==> src/rtl/clock_pkg.sv <==
// clock_pkg
// Shared definitions for the calendar/time front-panel controller.
//   - state_t      : field-select FSM encoding (RUN, SET_SEC..SET_YEAR), 3 bits
//   - DEF_*        : default cycle constants for a 50 MHz clock
//   - FIELD_*      : bit positions of the one-hot field select; top_counter
//                    uses the same ordering
//   - BTN_*        : index of each button in the debouncer array
//   - field_select : state -> one-hot field select
//   - next_field   : state reached by one mode press
package clock_pkg;

  typedef enum logic [2:0] {
    ST_RUN       = 3'd0,
    ST_SET_SEC   = 3'd1,
    ST_SET_MIN   = 3'd2,
    ST_SET_HOUR  = 3'd3,
    ST_SET_DAY   = 3'd4,
    ST_SET_MONTH = 3'd5,
    ST_SET_YEAR  = 3'd6
  } state_t;

  localparam int unsigned DEF_DB_CYCLES         = 1_000_000;
  localparam int unsigned DEF_RPT_DELAY_CYCLES  = 25_000_000;
  localparam int unsigned DEF_RPT_PERIOD_CYCLES = 5_000_000;
  localparam int unsigned DEF_IDLE_CYCLES       = 1_500_000_000;
  localparam int          IDLE_W                = 31;

  localparam int NUM_FIELDS  = 6;
  localparam int FIELD_SEC   = 0;
  localparam int FIELD_MIN   = 1;
  localparam int FIELD_HOUR  = 2;
  localparam int FIELD_DAY   = 3;
  localparam int FIELD_MONTH = 4;
  localparam int FIELD_YEAR  = 5;

  localparam int NUM_BTNS = 3;
  localparam int BTN_MODE = 0;
  localparam int BTN_INC  = 1;
  localparam int BTN_DEC  = 2;

  function automatic logic [NUM_FIELDS-1:0] field_select(input state_t s);
    logic [NUM_FIELDS-1:0] f;
    f = '0;
    case (s)
      ST_SET_SEC:   f[FIELD_SEC]   = 1'b1;
      ST_SET_MIN:   f[FIELD_MIN]   = 1'b1;
      ST_SET_HOUR:  f[FIELD_HOUR]  = 1'b1;
      ST_SET_DAY:   f[FIELD_DAY]   = 1'b1;
      ST_SET_MONTH: f[FIELD_MONTH] = 1'b1;
      ST_SET_YEAR:  f[FIELD_YEAR]  = 1'b1;
      default:      f = '0;
    endcase
    return f;
  endfunction

  function automatic state_t next_field(input state_t s);
    state_t n;
    case (s)
      ST_RUN:       n = ST_SET_SEC;
      ST_SET_SEC:   n = ST_SET_MIN;
      ST_SET_MIN:   n = ST_SET_HOUR;
      ST_SET_HOUR:  n = ST_SET_DAY;
      ST_SET_DAY:   n = ST_SET_MONTH;
      ST_SET_MONTH: n = ST_SET_YEAR;
      default:      n = ST_RUN;
    endcase
    return n;
  endfunction

endpackage

==> src/rtl/btn_debounce.sv <==
// btn_debounce
// Two-flop synchroniser, counter debouncer and press-edge detector for one
// active-low push-button.
// Ports:
//   clk_50MHz : system clock
//   rst_n     : synchronous active-low reset
//   btn_n     : raw button, active-low, asynchronous to clk_50MHz
//   level     : debounced level, 1 = pressed
//   press     : one-cycle pulse in the cycle the debounced level becomes pressed
module btn_debounce
  import clock_pkg::*;
#(
  parameter int unsigned DB_CYCLES = DEF_DB_CYCLES
) (
  input  logic clk_50MHz,
  input  logic rst_n,
  input  logic btn_n,
  output logic level,
  output logic press
);

  localparam int CNT_W = (DB_CYCLES > 1) ? $clog2(DB_CYCLES + 1) : 1;
  localparam logic [CNT_W-1:0] CNT_LAST = CNT_W'(DB_CYCLES - 1);

  // Synchroniser works in "pressed" polarity so everything downstream is active-high.
  logic             sync1_reg, sync2_reg;
  logic [1:0]       vld_reg;
  logic             armed_reg, armed_next;
  logic             level_reg, level_next;
  logic             press_reg, press_next;
  logic [CNT_W-1:0] cnt_reg, cnt_next;

  always_comb begin
    cnt_next   = '0;
    level_next = level_reg;
    press_next = 1'b0;
    armed_next = armed_reg;
    if (sync2_reg != level_reg) begin
      if (cnt_reg == CNT_LAST) begin
        level_next = sync2_reg;
        press_next = sync2_reg & armed_reg;
      end else begin
        cnt_next = cnt_reg + 1'b1;
      end
    end
    // The synchroniser flops hold reset values for two cycles; only once a
    // genuine sample shows the button released may a later press be reported.
    // A button held through reset therefore has to be released first.
    if (vld_reg[1] && !sync2_reg) begin
      armed_next = 1'b1;
    end
  end

  always_ff @(posedge clk_50MHz) begin
    if (!rst_n) begin
      sync1_reg <= 1'b0;
      sync2_reg <= 1'b0;
      vld_reg   <= '0;
      armed_reg <= 1'b0;
      level_reg <= 1'b0;
      press_reg <= 1'b0;
      cnt_reg   <= '0;
    end else begin
      sync1_reg <= ~btn_n;
      sync2_reg <= sync1_reg;
      vld_reg   <= {vld_reg[0], 1'b1};
      armed_reg <= armed_next;
      level_reg <= level_next;
      press_reg <= press_next;
      cnt_reg   <= cnt_next;
    end
  end

  assign level = level_reg;
  assign press = press_reg;

endmodule

==> src/rtl/set_mode_ctrl.sv <==
// set_mode_ctrl
// Front-panel edit controller for top_counter: debounces the mode/inc/dec
// buttons, walks the field-select FSM RUN -> SET_SEC .. SET_YEAR -> RUN,
// issues one-cycle inc/dec pulses and returns to RUN after an idle timeout.
// Build option: define AUTO_REPEAT_EN for hold-to-repeat inc/dec pulses;
// without it each press yields exactly one pulse and no repeat logic exists.
// Ports:
//   clk_50MHz, rst_n                  : clock, synchronous active-low reset
//   btn_mode_n, btn_inc_n, btn_dec_n  : raw active-low buttons (asynchronous)
//   set_sec .. set_year               : one-hot field select (all low in RUN)
//   inc, dec                          : one-cycle edit pulses
//   editing                           : high in every state except RUN
module set_mode_ctrl
  import clock_pkg::*;
#(
  parameter int unsigned DB_CYCLES         = DEF_DB_CYCLES,
  parameter int unsigned RPT_DELAY_CYCLES  = DEF_RPT_DELAY_CYCLES,
  parameter int unsigned RPT_PERIOD_CYCLES = DEF_RPT_PERIOD_CYCLES,
  parameter int unsigned IDLE_CYCLES       = DEF_IDLE_CYCLES
) (
  input  logic clk_50MHz,
  input  logic rst_n,
  input  logic btn_mode_n,
  input  logic btn_inc_n,
  input  logic btn_dec_n,
  output logic set_sec,
  output logic set_min,
  output logic set_hour,
  output logic set_day,
  output logic set_month,
  output logic set_year,
  output logic inc,
  output logic dec,
  output logic editing
);

  localparam logic [IDLE_W-1:0] IDLE_LAST = IDLE_W'(IDLE_CYCLES);

  // ---------------------------------------------------------------- buttons
  logic [NUM_BTNS-1:0] btn_raw_n;
  logic [NUM_BTNS-1:0] btn_level;
  logic [NUM_BTNS-1:0] btn_press;

  assign btn_raw_n[BTN_MODE] = btn_mode_n;
  assign btn_raw_n[BTN_INC]  = btn_inc_n;
  assign btn_raw_n[BTN_DEC]  = btn_dec_n;

  generate
    for (genvar gi = 0; gi < NUM_BTNS; gi++) begin : g_btn
      btn_debounce #(
        .DB_CYCLES(DB_CYCLES)
      ) u_btn_debounce (
        .clk_50MHz(clk_50MHz),
        .rst_n    (rst_n),
        .btn_n    (btn_raw_n[gi]),
        .level    (btn_level[gi]),
        .press    (btn_press[gi])
      );
    end
  endgenerate

  logic mode_ev, inc_ev, dec_ev, inc_lvl, dec_lvl;
  assign mode_ev = btn_press[BTN_MODE];
  assign inc_ev  = btn_press[BTN_INC];
  assign dec_ev  = btn_press[BTN_DEC];
  assign inc_lvl = btn_level[BTN_INC];
  assign dec_lvl = btn_level[BTN_DEC];

  // ---------------------------------------------------------------- state
  state_t                 state_reg, state_next;
  logic [IDLE_W-1:0]      idle_reg, idle_next;
  logic [NUM_FIELDS-1:0]  set_reg;
  logic                   editing_reg;
  logic                   inc_reg, inc_next;
  logic                   dec_reg, dec_next;

  // A fresh press only edits when the other edit button is not held, and a
  // simultaneous mode press takes priority over it.
  logic in_set, inc_fire, dec_fire;
  assign in_set   = (state_reg != ST_RUN);
  assign inc_fire = in_set && !mode_ev && inc_ev && !dec_lvl;
  assign dec_fire = in_set && !mode_ev && dec_ev && !inc_lvl;

  logic rpt_fire;
  logic rpt_is_dec;

`ifdef AUTO_REPEAT_EN
  localparam int unsigned RPT_MAX =
    (RPT_DELAY_CYCLES > RPT_PERIOD_CYCLES) ? RPT_DELAY_CYCLES : RPT_PERIOD_CYCLES;
  localparam int RPT_W = $clog2(RPT_MAX + 1);
  localparam logic [RPT_W-1:0] RPT_DELAY_LAST  = RPT_W'(RPT_DELAY_CYCLES - 1);
  localparam logic [RPT_W-1:0] RPT_PERIOD_LAST = RPT_W'(RPT_PERIOD_CYCLES - 1);

  logic             rpt_active_reg, rpt_active_next;
  logic             rpt_dir_reg, rpt_dir_next;     // 1 = repeating dec
  logic             rpt_first_reg, rpt_first_next; // still waiting out the initial delay
  logic [RPT_W-1:0] rpt_cnt_reg, rpt_cnt_next;
  logic             rpt_held, rpt_other;

  always_comb begin
    rpt_active_next = rpt_active_reg;
    rpt_dir_next    = rpt_dir_reg;
    rpt_first_next  = rpt_first_reg;
    rpt_cnt_next    = rpt_cnt_reg;
    rpt_fire        = 1'b0;
    rpt_held        = rpt_dir_reg ? dec_lvl : inc_lvl;
    rpt_other       = rpt_dir_reg ? inc_lvl : dec_lvl;
    if (inc_fire || dec_fire) begin
      // The initial pulse arms the repeat timer.
      rpt_active_next = 1'b1;
      rpt_dir_next    = dec_fire;
      rpt_first_next  = 1'b1;
      rpt_cnt_next    = '0;
    end else if (rpt_active_reg) begin
      // Release, the second edit button, or any state change ends the repeat;
      // only a brand-new press can start it again.
      if (!rpt_held || rpt_other || mode_ev || !in_set) begin
        rpt_active_next = 1'b0;
        rpt_cnt_next    = '0;
      end else if (rpt_first_reg && rpt_cnt_reg == RPT_DELAY_LAST) begin
        rpt_fire       = 1'b1;
        rpt_first_next = 1'b0;
        rpt_cnt_next   = '0;
      end else if (!rpt_first_reg && rpt_cnt_reg == RPT_PERIOD_LAST) begin
        rpt_fire     = 1'b1;
        rpt_cnt_next = '0;
      end else begin
        rpt_cnt_next = rpt_cnt_reg + 1'b1;
      end
    end
  end

  assign rpt_is_dec = rpt_dir_reg;

  always_ff @(posedge clk_50MHz) begin
    if (!rst_n) begin
      rpt_active_reg <= 1'b0;
      rpt_dir_reg    <= 1'b0;
      rpt_first_reg  <= 1'b0;
      rpt_cnt_reg    <= '0;
    end else begin
      rpt_active_reg <= rpt_active_next;
      rpt_dir_reg    <= rpt_dir_next;
      rpt_first_reg  <= rpt_first_next;
      rpt_cnt_reg    <= rpt_cnt_next;
    end
  end
`else
  assign rpt_fire   = 1'b0;
  assign rpt_is_dec = 1'b0;
`endif

  // ---------------------------------------------------------------- FSM
  always_comb begin
    state_next = state_reg;
    idle_next  = idle_reg;
    inc_next   = 1'b0;
    dec_next   = 1'b0;
    if (!in_set) begin
      // Edit buttons are ignored in RUN; the idle timer rests at zero.
      idle_next = '0;
      if (mode_ev) begin
        state_next = ST_SET_SEC;
      end
    end else if (mode_ev) begin
      idle_next  = '0;
      state_next = next_field(state_reg);
    end else if (inc_ev || dec_ev || rpt_fire) begin
      // Every accepted press restarts the timeout, even one suppressed
      // because both edit buttons are down.
      idle_next = '0;
      inc_next  = inc_fire || (rpt_fire && !rpt_is_dec);
      dec_next  = dec_fire || (rpt_fire && rpt_is_dec);
    end else if (idle_reg == IDLE_LAST) begin
      idle_next  = '0;
      state_next = ST_RUN;
    end else begin
      idle_next = idle_reg + 1'b1;
    end
  end

  always_ff @(posedge clk_50MHz) begin
    if (!rst_n) begin
      state_reg   <= ST_RUN;
      idle_reg    <= '0;
      set_reg     <= '0;
      editing_reg <= 1'b0;
      inc_reg     <= 1'b0;
      dec_reg     <= 1'b0;
    end else begin
      state_reg   <= state_next;
      idle_reg    <= idle_next;
      set_reg     <= field_select(state_next);
      editing_reg <= (state_next != ST_RUN);
      inc_reg     <= inc_next;
      dec_reg     <= dec_next;
    end
  end

  assign set_sec   = set_reg[FIELD_SEC];
  assign set_min   = set_reg[FIELD_MIN];
  assign set_hour  = set_reg[FIELD_HOUR];
  assign set_day   = set_reg[FIELD_DAY];
  assign set_month = set_reg[FIELD_MONTH];
  assign set_year  = set_reg[FIELD_YEAR];
  assign inc       = inc_reg;
  assign dec       = dec_reg;
  assign editing   = editing_reg;

endmodule

==> config.mk <==
export PLATFORM = sky130hd
export DESIGN_NAME = set_mode_ctrl
export DESIGN_NICKNAME = d
export VERILOG_FILES = /design/src/rtl/clock_pkg.sv /design/src/rtl/btn_debounce.sv /design/src/rtl/set_mode_ctrl.sv
export SDC_FILE = /design/constraint.sdc
export NUM_CORES = 1
export LEC_CHECK = 0
export CAP_MARGIN = 20
export CELL_PAD_IN_SITES_DETAIL_PLACEMENT = 1
export CELL_PAD_IN_SITES_GLOBAL_PLACEMENT = 1
export CORE_UTILIZATION = 51
export CTS_CLUSTER_SIZE = 8
export DETAILED_ROUTE_END_ITERATION = 16
export GPL_ROUTABILITY_DRIVEN = 0
export PLACE_DENSITY_LB_ADDON = 0.1
export SETUP_SLACK_MARGIN = 0.4
export SLEW_MARGIN = 30
export SYNTH_ARGS = -nofsm -noshare
export SYNTH_HDL_FRONTEND = slang
export SYNTH_SLANG_ARGS = --single-unit
==> constraint.sdc <==
create_clock -name clk_50MHz -period 4.31 [get_ports clk_50MHz]
set_input_delay 0.862 -clock clk_50MHz [delete_from_list [all_inputs] [get_ports clk_50MHz]]
set_output_delay 0.862 -clock clk_50MHz [all_outputs]
set_load 0.05 [all_outputs]
==> impl_metrics.json, run 1 <==
{
  "synthAdderAreaFrac_pct": 1.24,
  "seqCellArea_sq_mm": 0.00240,
  "finalSetupTns_ns": 0,
  "cts.path.max_buffers": 2,
  "num_rows": 35,
  "busiest_layer": "met2",
  "ys_warn_count": 0,
  "ys_types": 40,
  "wl_per_cell_um": 15.8,
  "dp_hpwl_um": 7160,
  "worst_ep_required_time_ns": 3.45,
  "grt_usage_pct": 24.1,
  "clock-sinks": 120,
  "synth_compound_area_share_pct": 2.51,
  "crit_family": "buffers and inverters",
  "critPathArrivalTime_ns": 1.66,
  "worstSetupEndpointType": "primary output",
  "wirelength_um": 11400,
  "multiInputGateArea_sq_mm": 0.00251,
  "cp_num_buf_inv": 1,
  "crit_type": "register to primary output",
  "slew_violations": 0,
  "avgSynthCellArea_sq_um": 8.87,
  "drive_gt1_share_pct": 7.06,
  "drtPass1Iterations": 4,
  "cpPeakStageDelay_ns": 0.82,
  "power_density_mw_per_mm2": 415,
  "clkTransAtPathRegs_ns": 0.06,
  "fp.dieArea_sq_mm": 0.0103,
  "worstMarginPinSlew_ns": 0.872,
  "p_switching_uw": 512,
  "antenna_cells": 0,
  "antenna_found_initial": 0,
  "worstReg2RegStart": "g_btn[2].u_btn_debounce.cnt_reg[16]",
  "run_status": "completed",
  "synth_cells": 568,
  "clockPowerShare_pct": 52.7,
  "synthXorXnorAreaFrac_pct": 14.8,
  "ys_ff_latch": 120,
  "fin_crit_sh_pct": 58.5,
  "port_buffers": 13,
  "p_comb_share_pct": 0.9,
  "grt_pass1_wl_um": 19100,
  "muxShareOfSynthArea_pct": 0.397,
  "vias": 3898,
  "start_util_pct": 53.5,
  "grt_start_max_net_pins": 32,
  "fill_cells": 1093,
  "ys.flop_type": "dfxtp_1",
  "peakVddDrop_uv": 248,
  "fin_area_sq_mm": 0.00581,
  "post_cts_buffers": 0,
  "synth_edf_count": 0,
  "power_uw": 2410,
  "clock_latency_ns": 0.52,
  "seq_power_share_pct": 46.5,
  "cts_buffers": 17,
  "grt_use_met1_pct": 27.1,
  "period_minus_slack_ns": 2.52,
  "finalNetCount": 592,
  "root_buffer": "clkbuf_8",
  "syn_to_final_growth_pct": 15.3,
  "p_int_uw": 1900,
  "finalHoldViolCount": 0,
  "grt_overflow": 0,
  "post_cts_resized": 0,
  "grt_pass1_vias": 4112,
  "synth.cell_area_sq_mm": 0.00504,
  "slew_headroom_pct": 41.3,
  "yosysSeqAreaShare_pct": 47.7,
  "hold_class": "register to register",
  "grt_use_met2_pct": 43.2,
  "tritoncts": "built",
  "synth-simple-area-share_pct": 30.8,
  "synth_top_family_by_area": "simple AND/OR/NAND/NOR gates",
  "worstHoldStart": "g_btn[2].u_btn_debounce.sync1_reg",
  "drt-initial-drc-count": 90,
  "io_pins": 14,
  "startpoint_type": "register",
  "postSynth.asyncResetShare_pct": 0,
  "coreArea_sq_mm": 0.00942,
  "grtUsageMet3_pct": 6.63,
  "p_leak_uw": 0.00189,
  "switching_share_pct": 21.2,
  "startpoint": "set_reg[1]",
  "path_cells": "clkdlybuf4s50_1",
  "largest_register_ffs": 60,
  "vias_per_cell": 5.38,
  "ant_nets": 0,
  "cp_max_fo": 1,
  "skew_ns": 0.0107,
  "setup_viol": 0,
  "placed_area_sq_mm": 0.00527,
  "rsz0062_at_grt": "no",
  "h-tree-depth": 4,
  "chipWidth_um": 101,
  "cts_hold_buf": 0,
  "critPathSlowestCell": "clkdlybuf4s50_1",
  "fmaxAchievable_mhz": 397,
  "die_h_um": 101,
  "drcViolationCount": 0,
  "syn-num-nets": 578,
  "max_cap_violations": 0
}
## synth_stat cells (all sizes together) (3+ instances only)
cell type / number / area share, %
nor2: 117 / 8.7
clkbuf: 16 / 1.2
xor2: 53 / 9.2
nand2: 39 / 2.9
and3: 15 / 1.9
nand4: 27 / 3.4
and2: 5 / 0.62
o21a: 6 / 0.92
nand3: 30 / 3.0
nor3b: 6 / 0.89
dfxtp: 120 / 48
nor3: 16 / 1.6
nor2b: 11 / 1.4
ha: 5 / 1.2
inv: 11 / 0.82
xnor2: 32 / 5.6
o21ai: 4 / 0.40
and4: 9 / 1.6
buf: 6 / 0.60
nor4: 6 / 1.0
nor4b: 8 / 1.4
nand4b: 3 / 0.52
## power groups by stage
stage / sequential (uW) / clock (uW) / combinational, uW
2_1_floorplan: 1140 / 0 / 14.0
3_3_place_gp: 1140 / 0 / 19.9
3_5_place_dp: 1140 / 0 / 20.8
4_1_cts: 1120 / 1290 / 21.8
5_1_grt: 1120 / 1350 / 23.6
6_report: 1120 / 1270 / 21.3
## cell type report
class,count,area share (%)
multi-input combinational,415,43.1
inverter,11,0.710
tap,129,2.78
timing repair buffer,17,2.76
clock buffer,20,7.49
sequential,120,41.3
clock inverter,12,1.79
## kinds of logic after synthesis
group                    after synthesis
AND/OR/NAND/NOR                      305
adder cells (fa/ha/maj)                5
XOR/XNOR                              85
flip-flops                           120
multiplexers                           2
AO/OA/AOI/OAI                         18
buffers and inverters                 33
## worst paths after layout
check / end / slack, ns / cells after the start
worst max-delay path: set_min / 1.79 / 1
worst min-delay path: g_btn[2].u_btn_debounce.sync2_reg / 0.45 / 1
worst max register to register: g_btn[2].u_btn_debounce.cnt_reg[16] / 1.83 / 5
worst min register to register: g_btn[2].u_btn_debounce.sync2_reg / 0.45 / 1
## layer usage
metal  vias to the layer above  share of wire (%)
li1                       1940                  -
met1                      1895                 44
met2                        49                 52
met3                        14                2.7
met4                         0                1.3
met5                         -                  0
## layout by cell type, fill, tap and decap left out, types with 3 or more instances in the layout
master and count:
dfxtp_1 120, nor2_1 117, xor2_1 53, nand2_1 39, xnor2_1 32, nand3_1 30
nand4_1 27, nor3_1 16, clkbuf_16 16, and3_1 15, clkdlybuf4s50_1 13, inv_1 11
nor2b_1 11, and4_1 9, nor4b_1 8, nor3b_1 6, clkinvlp_4 6, o21a_1 5
nor4_1 5, and2_1 5, ha_1 5, o21ai_0 4, clkinv_2 4, buf_4 4
nand4b_1 3
## through the flow
stage	util, %	hold slack (ns)	setup WS (ns)	std cells
after floorplan	-	0.412	2.14	568
after global placement	56.0	0.415	1.28	692
final	61.7	0.447	1.79	724
after global routing	61.7	0.469	1.62	724
after CTS	61.7	0.451	1.63	724
after detailed placement	56.0	0.427	1.18	692
Power figures use the tool's default switching activity.
==> run 2, diff against run 1 <==
--- a/config.mk
+++ b/config.mk
@@ -8,7 +8,7 @@
 export CAP_MARGIN = 20
 export CELL_PAD_IN_SITES_DETAIL_PLACEMENT = 1
 export CELL_PAD_IN_SITES_GLOBAL_PLACEMENT = 1
-export CORE_UTILIZATION = 51
+export CORE_UTILIZATION = 42
 export CTS_CLUSTER_SIZE = 8
 export DETAILED_ROUTE_END_ITERATION = 16
 export GPL_ROUTABILITY_DRIVEN = 0
==> constraint.sdc (replaced) <==
create_clock -name clk_50MHz -period 2.1 [get_ports clk_50MHz]
set_input_delay 0.42 -clock clk_50MHz [delete_from_list [all_inputs] [get_ports clk_50MHz]]
set_output_delay 0.42 -clock clk_50MHz [all_outputs]
set_load 0.05 [all_outputs]
==> impl_metrics.json, run 2 (synthesized netlist as in run 1, its figures left out) <==
{
  "run_status": "finished, violations left",
  "violations": "design-rule violations, negative setup slack",
  "grt_start_max_net_pins": 29,
  "vias_per_cell": 5.39,
  "finalHoldViolCount": 0,
  "grt_pass1_wl_um": 21300,
  "placed_area_sq_mm": 0.00545,
  "hold_class": "register to register",
  "r2r_slack_ns": -0.007,
  "clock-sinks": 120,
  "clkTransAtPathRegs_ns": 0.05,
  "fmaxAchievable_mhz": 475,
  "fp.dieArea_sq_mm": 0.0124,
  "holdPathStages": 1,
  "vias": 4261,
  "p_switching_uw": 1060,
  "critPathArrivalTime_ns": 2.42,
  "multiInputGateArea_sq_mm": 0.00303,
  "skew_ns": 0.00583,
  "switching_share_pct": 19.9,
  "drive_gt1_share_pct": 28.3,
  "startpoint_type": "register",
  "cts.path.max_buffers": 2,
  "cpPeakStageDelay_ns": 0.52,
  "worstMarginPinSlew_ns": 0.504,
  "dp_slack_ns": 0.0537,
  "cp_num_buf_inv": 0,
  "cts_hold_buf": 0,
  "slew_violations": 0,
  "io_pins": 14,
  "cp_max_fo": 5,
  "largest_register_ffs": 60,
  "antenna_cells": 0,
  "layout_commonest_cell": "dfxtp_1",
  "setup_viol": 2,
  "peakVddDrop_uv": 562,
  "fin_crit_sh_pct": 100,
  "num_rows": 39,
  "p_int_uw": 4280,
  "die_h_um": 112,
  "worst_r2r_endpoint": "set_reg[3]",
  "grt_usage_pct": 21.9,
  "period_minus_slack_ns": 2.11,
  "cts_buffers": 17,
  "finalNetCount": 645,
  "min_to": "g_btn[1].u_btn_debounce.sync2_reg",
  "syn_to_final_growth_pct": 40.0,
  "coreArea_sq_mm": 0.0116,
  "drt-initial-drc-count": 163,
  "worstReg2RegStart": "idle_reg[6]",
  "grt_overflow": 0,
  "dp_hpwl_um": 7300,
  "ant_nets": 0,
  "fill_cells": 1237,
  "clock_latency_ns": 0.42,
  "crit_type": "register to register",
  "tritoncts": "built",
  "p_leak_uw": 0.00242,
  "chipWidth_um": 112,
  "grt_pass1_vias": 4453,
  "crit_family": "simple AND/OR/NAND/NOR gates",
  "h-tree-depth": 4,
  "root_buffer": "clkbuf_16",
  "worstSetupEndpointType": "register",
  "wl_per_cell_um": 17.6,
  "seqCellArea_sq_mm": 0.00243,
  "seq_power_share_pct": 43.0,
  "rsz0062_at_grt": "yes",
  "critPathSlowestCell": "or4_4",
  "drcViolationCount": 5,
  "worstHoldStart": "g_btn[1].u_btn_debounce.sync1_reg",
  "start_util_pct": 43.6,
  "port_buffers": 13,
  "setup_slack_ns": -0.00669,
  "clockPowerShare_pct": 55.0,
  "fin_area_sq_mm": 0.00705,
  "power_density_mw_per_mm2": 758,
  "antenna_found_initial": 0,
  "mostFrequentLayoutCells": "dfxtp_1 (102), nor2_1 (75), xor2_1 (53)",
  "rr_worst_depth": 5,
  "timing.hold.ws_ns": 0.436,
  "slew_headroom_pct": 66.5,
  "p_comb_share_pct": 1.9,
  "wirelength_um": 13900,
  "drtPass1Iterations": 10,
  "path_cells": "or4_4 > or4_4 > nor4_4 > and3b_1 > o21a_1",
  "crit_top_cell": "or4_4",
  "worst_ep_required_time_ns": 2.41,
  "max_cap_violations": 0
}
-- run 2: cell types whose count changed in the layout (fill, tap and decap cells not counted), sizes merged --
cell           before  now
dlygate4sd2         0    3
clkdlybuf4s50      13    4
clkinvlp            6    1
buf                 4   56
bufinv              1    3
clkbuf             20   27
clkdlybuf4s15       0    2
-- run 2: power by group through the flow --
stage	combinational [uW]	sequential [uW]	clock, uW
floorplan	29.7	2350	0
global placement	46.9	2350	0
detailed placement	48.4	2350	0
CTS	81.5	2300	2980
global route	110	2300	3120
finish	104	2300	2940
-- run 2: stage by stage --
step	instances	power, uW	setup TNS, ns	utilization, %
detailed placement	719	2400	0	47.1
CTS	777	5370	0	56.4
global placement	719	2390	0	47.1
floorplan	568	2380	0	-
global route	790	5530	-0.463	61.0
finish	790	5350	-0.0114	61.0
-- run 2: how the worst max path moves through the flow --
stage / from / end / slack, ns / cells after the start
3_3_place_gp: idle_reg[6] / state_reg[1] / 0.11 / 5
3_5_place_dp: idle_reg[6] / state_reg[1] / 0.05 / 5
4_1_cts: idle_reg[6] / state_reg[1] / 0.06 / 5
5_1_grt: idle_reg[6] / state_reg[1] / -0.1 / 5
6_report: idle_reg[6] / set_reg[3] / -0.007 / 5
2_1_floorplan: idle_reg[6] / state_reg[1] / 0.13 / 5
-- run 2: final cells by class --
cell class / count / share of cell area [%]
repair buffers: 70 / 11.0
inverters: 11 / 0.585
flip-flops and latches: 120 / 34.4
multi-input cells: 415 / 43.0
clock buffers: 22 / 6.72
well taps: 143 / 2.54
clock inverters: 9 / 1.74
-- run 2: routing by layer --
metal / vias up / share of wire, % / GRT usage, %
li1: 2055 / - / -
met5: - / 0 / 0
met3: 43 / 2.5 / 6.15
met1: 2111 / 41 / 23.8
met4: 0 / 3.1 / 11.1
met2: 52 / 53 / 38.9
-- run 2: timing repair --
| item | in CTS | in global routing |
|---|---|---|
| pin swaps | 15 | 41 |
| buffers inserted | 22 | 9 |
| gates cloned | 5 | 4 |
| resized for setup | 58 | 120 |
| setup endpoints to repair | 108 | 110 |
==> RTL change, RTL diff (settings of run 2) <==
The output `inc` loses its register stage (`inc_reg` becomes a continuous assignment).
--- a/src/rtl/set_mode_ctrl.sv
+++ b/src/rtl/set_mode_ctrl.sv
@@ -187,3 +187,2 @@
       editing_reg <= 1'b0;
-      inc_reg     <= 1'b0;
       dec_reg     <= 1'b0;
@@ -194,3 +193,2 @@
       editing_reg <= (state_next != ST_RUN);
-      inc_reg     <= inc_next;
       dec_reg     <= dec_next;
@@ -198,2 +196,4 @@
   end
+
+  assign inc_reg = inc_next;
 
Behaviour: no difference found for any inputs over 10 cycles, from zero or initial values and one cycle with rst_n low; that may be too few to reach the edited logic, so the function may still have changed.
==> RTL change against run 2 <==
Clock power shrank 10%; cell count is 8.9% higher; design area is 3.8% higher; non-clock buffer count grew 15; power is 6.9% lower; synthesized area is 5.0% higher; sequential cell count decreased by 1; synthesized cell count rose by 5.3%; core utilization is 0.80 points lower; wire length is 15% higher; combinational power is 38% lower; worst setup slack better by 0.088 ns.
==> RTL change: results (changes against run 2) <==
** Place
- The quantity of I/O buffers inserted on ports came to 13 (unchanged).
- The HPWL reported at the end of detailed placement is 8.87 mm (+21%).
- Placed cell areas :: 5870 um2 (+7.9%)

** Clocking
- Clock latency reported for the late side of the worst-skew pair :: 0.42 ns (about the same)
- Number of CTS-inserted buffers :: 17 (unchanged)
- CTS Root Cell :: clkbuf_16
- Number of H-tree levels :: 4 (unchanged)
- The clock-pin slew on the worst setup and hold paths is 0.05 ns (about the same).
- Clk buf depth :: 2 (unchanged)

** Global route
- Via count of the first global-routing pass :: 5043 (+13%)
- The largest net degree at the start of global routing came to 21 (-28%).
- Antenna violations before repair :: 0 (unchanged)
- The total routing resource utilization after global routing came to 24.1% (+2.3 points).
- Wire length of the first global-routing pass :: 24.4 mm (+15%)

** Synthesis
- The share of synthesized registers carrying an async set or reset came to 0% (unchanged).
- Count of distinct cell types in the synthesized netlist :: 49 (+23%)
- Most common library cells after synthesis :: dfxtp_1 (119), nor2_1 (71), a21oi_1 (40)
- Top_reg_cell synth :: dfxtp_1
- Total of warnings raised by yosys :: 0 (unchanged)
- The sequential-to-total area share from yosys stat came to 45.0% (-2.7 points).
- Cells taking the most area after synthesis :: dfxtp_1 (45%), xnor2_1 (5.3%), nor2_1 (5.0%)
- Synthesized netlist net count :: 608 (+5.2%)

** Pwr
- Leakage power :: 2.38 nW (-1.7%)
- Worst vdd ir :: 0.000581 V (+3.3%)

** Timing
- The worst slew slack as a fraction of its limit is 67.4% (+0.91 points).
- Setup clock skew after layout :: 0.00571 ns (-0.000121 ns)

** Finish
- The number of flip-flops in the largest register came to 60 (unchanged).
- The number of inserted filler cells in the final layout is 1346 (+8.8%).
- The fraction of layout cells with a size suffix above 1 is 36.3% (+8.0 points).
- Total Nets Final :: 693 (+7.4%)
- Antenna Diode Count :: 0 (unchanged)

** Setup path
- Among all stages on the critical path, the largest delay is contributed by or4_4.
- The delay of the slowest cell on the worst path is 0.57 ns (+0.05 ns).
- Worst Path Arrival :: 2.33 ns (-0.09 ns)
- Maximum net fanout on the critical path :: 6 (+1)
- In this design, the largest share of critical-path delay is due to simple AND/OR/NAND/NOR gates.

** Routing
- Number of detailed-routing iterations run before antenna repair :: 7 (-3)
- Number of DRC violations after detailed-routing iteration 0 :: 200 (+23%)
- Post-Route WL :: 15.9 mm (+15%)
- Via count :: 4929 (+16%)

** Min path
- The min-delay analysis places its worst path in the category reg2reg.

** Run status
- The run finished with clean final reports.
==> RTL change: changes by cell type in the layout (fill, tap and decap cells not counted), moves of 19 or more <==
| cell | change |
|---|---|
| nor2_4 | -34 |
| xor2_1 | -32 |
| dfxtp_1 | -19 |
| nor2_1 | -29 |
| a21oi_2 | +21 |
==> RTL change: worst paths after layout <==
path,from,end,slack [ns],depth (start not counted)
min,g_btn[1].u_btn_debounce.sync1_reg,g_btn[1].u_btn_debounce.sync2_reg,0.43,1
max reg2reg,g_btn[2].u_btn_debounce.cnt_reg[12],g_btn[2].u_btn_debounce.cnt_reg[9],0.08,5
max,g_btn[2].u_btn_debounce.cnt_reg[12],g_btn[2].u_btn_debounce.cnt_reg[9],0.08,5
min reg2reg,g_btn[1].u_btn_debounce.sync1_reg,g_btn[1].u_btn_debounce.sync2_reg,0.43,1
==> RTL change: timing repair <==
action / in CTS / in global routing
hold buffers: 0 / 0
resized for setup: 83 / 106
setup endpoints to repair: 115 / 111
setup buffers: 25 / 12
gates cloned: 3 / 0
pin swaps: 18 / 31
==> RTL change: layout make-up <==
class / count / share of cell area, %
multi-input cells: 436 / 44.3
repair buffers: 85 / 10.8
flip-flops and latches: 119 / 33.5
inverters: 24 / 1.30
clock inverters: 4 / 0.273
well taps: 168 / 2.87
clock buffers: 24 / 6.99
==> RTL change: cell families (layout without fill, tap and decap cells) <==
logic type	after synthesis	count (layout)	share of synthesized area, %
AND/OR/NAND/NOR	284	284	30.3
flip-flops	119	119	45.0
AO/OA/AOI/OAI	90	91	10.5
XOR/XNOR	53	53	8.77
buffers and inverters	44	137	3.66
adder cells (fa/ha/maj)	5	5	1.18
multiplexers	3	3	0.567
==> RTL change: per-layer routing <==
layer  track usage (%)  vias to the layer above  part of all wire (%)
met5                 0                        -                     0
met4              11.2                        0                   3.0
met3              5.77                       44                   3.7
met2              41.6                       92                    51
met1              28.3                     2431                    42
li1                  -                     2362                     -
==> RTL change: power by group <==
| part | leakage [nW] | internal [mW] | switching [mW] | total [mW] |
|---|---|---|---|---|
| Sequential | 0.983 | 2.26 | 0.00894 | 2.27 |
| Combinational | 1.12 | 0.0258 | 0.0382 | 0.0641 |
| Clock | 0.269 | 1.66 | 0.989 | 2.64 |
| Total | 2.38 | 3.94 | 1.04 | 4.98 |
==> RTL change: stage by stage <==
stage / instances / hold WS [ns] / setup WS (ns) / total power, mW / utilization (%)
after CTS: 848 / 0.446 / 0.0692 / 5.02 / 56.4
after floorplan: 598 / 0.412 / 0.218 / 2.36 / -
final: 860 / 0.432 / 0.0815 / 4.98 / 60.2
after global placement: 792 / 0.414 / 0.0993 / 2.38 / 48.3
after detailed placement: 792 / 0.425 / 0.0441 / 2.38 / 48.3
after global routing: 860 / 0.444 / 0.0176 / 5.14 / 60.2
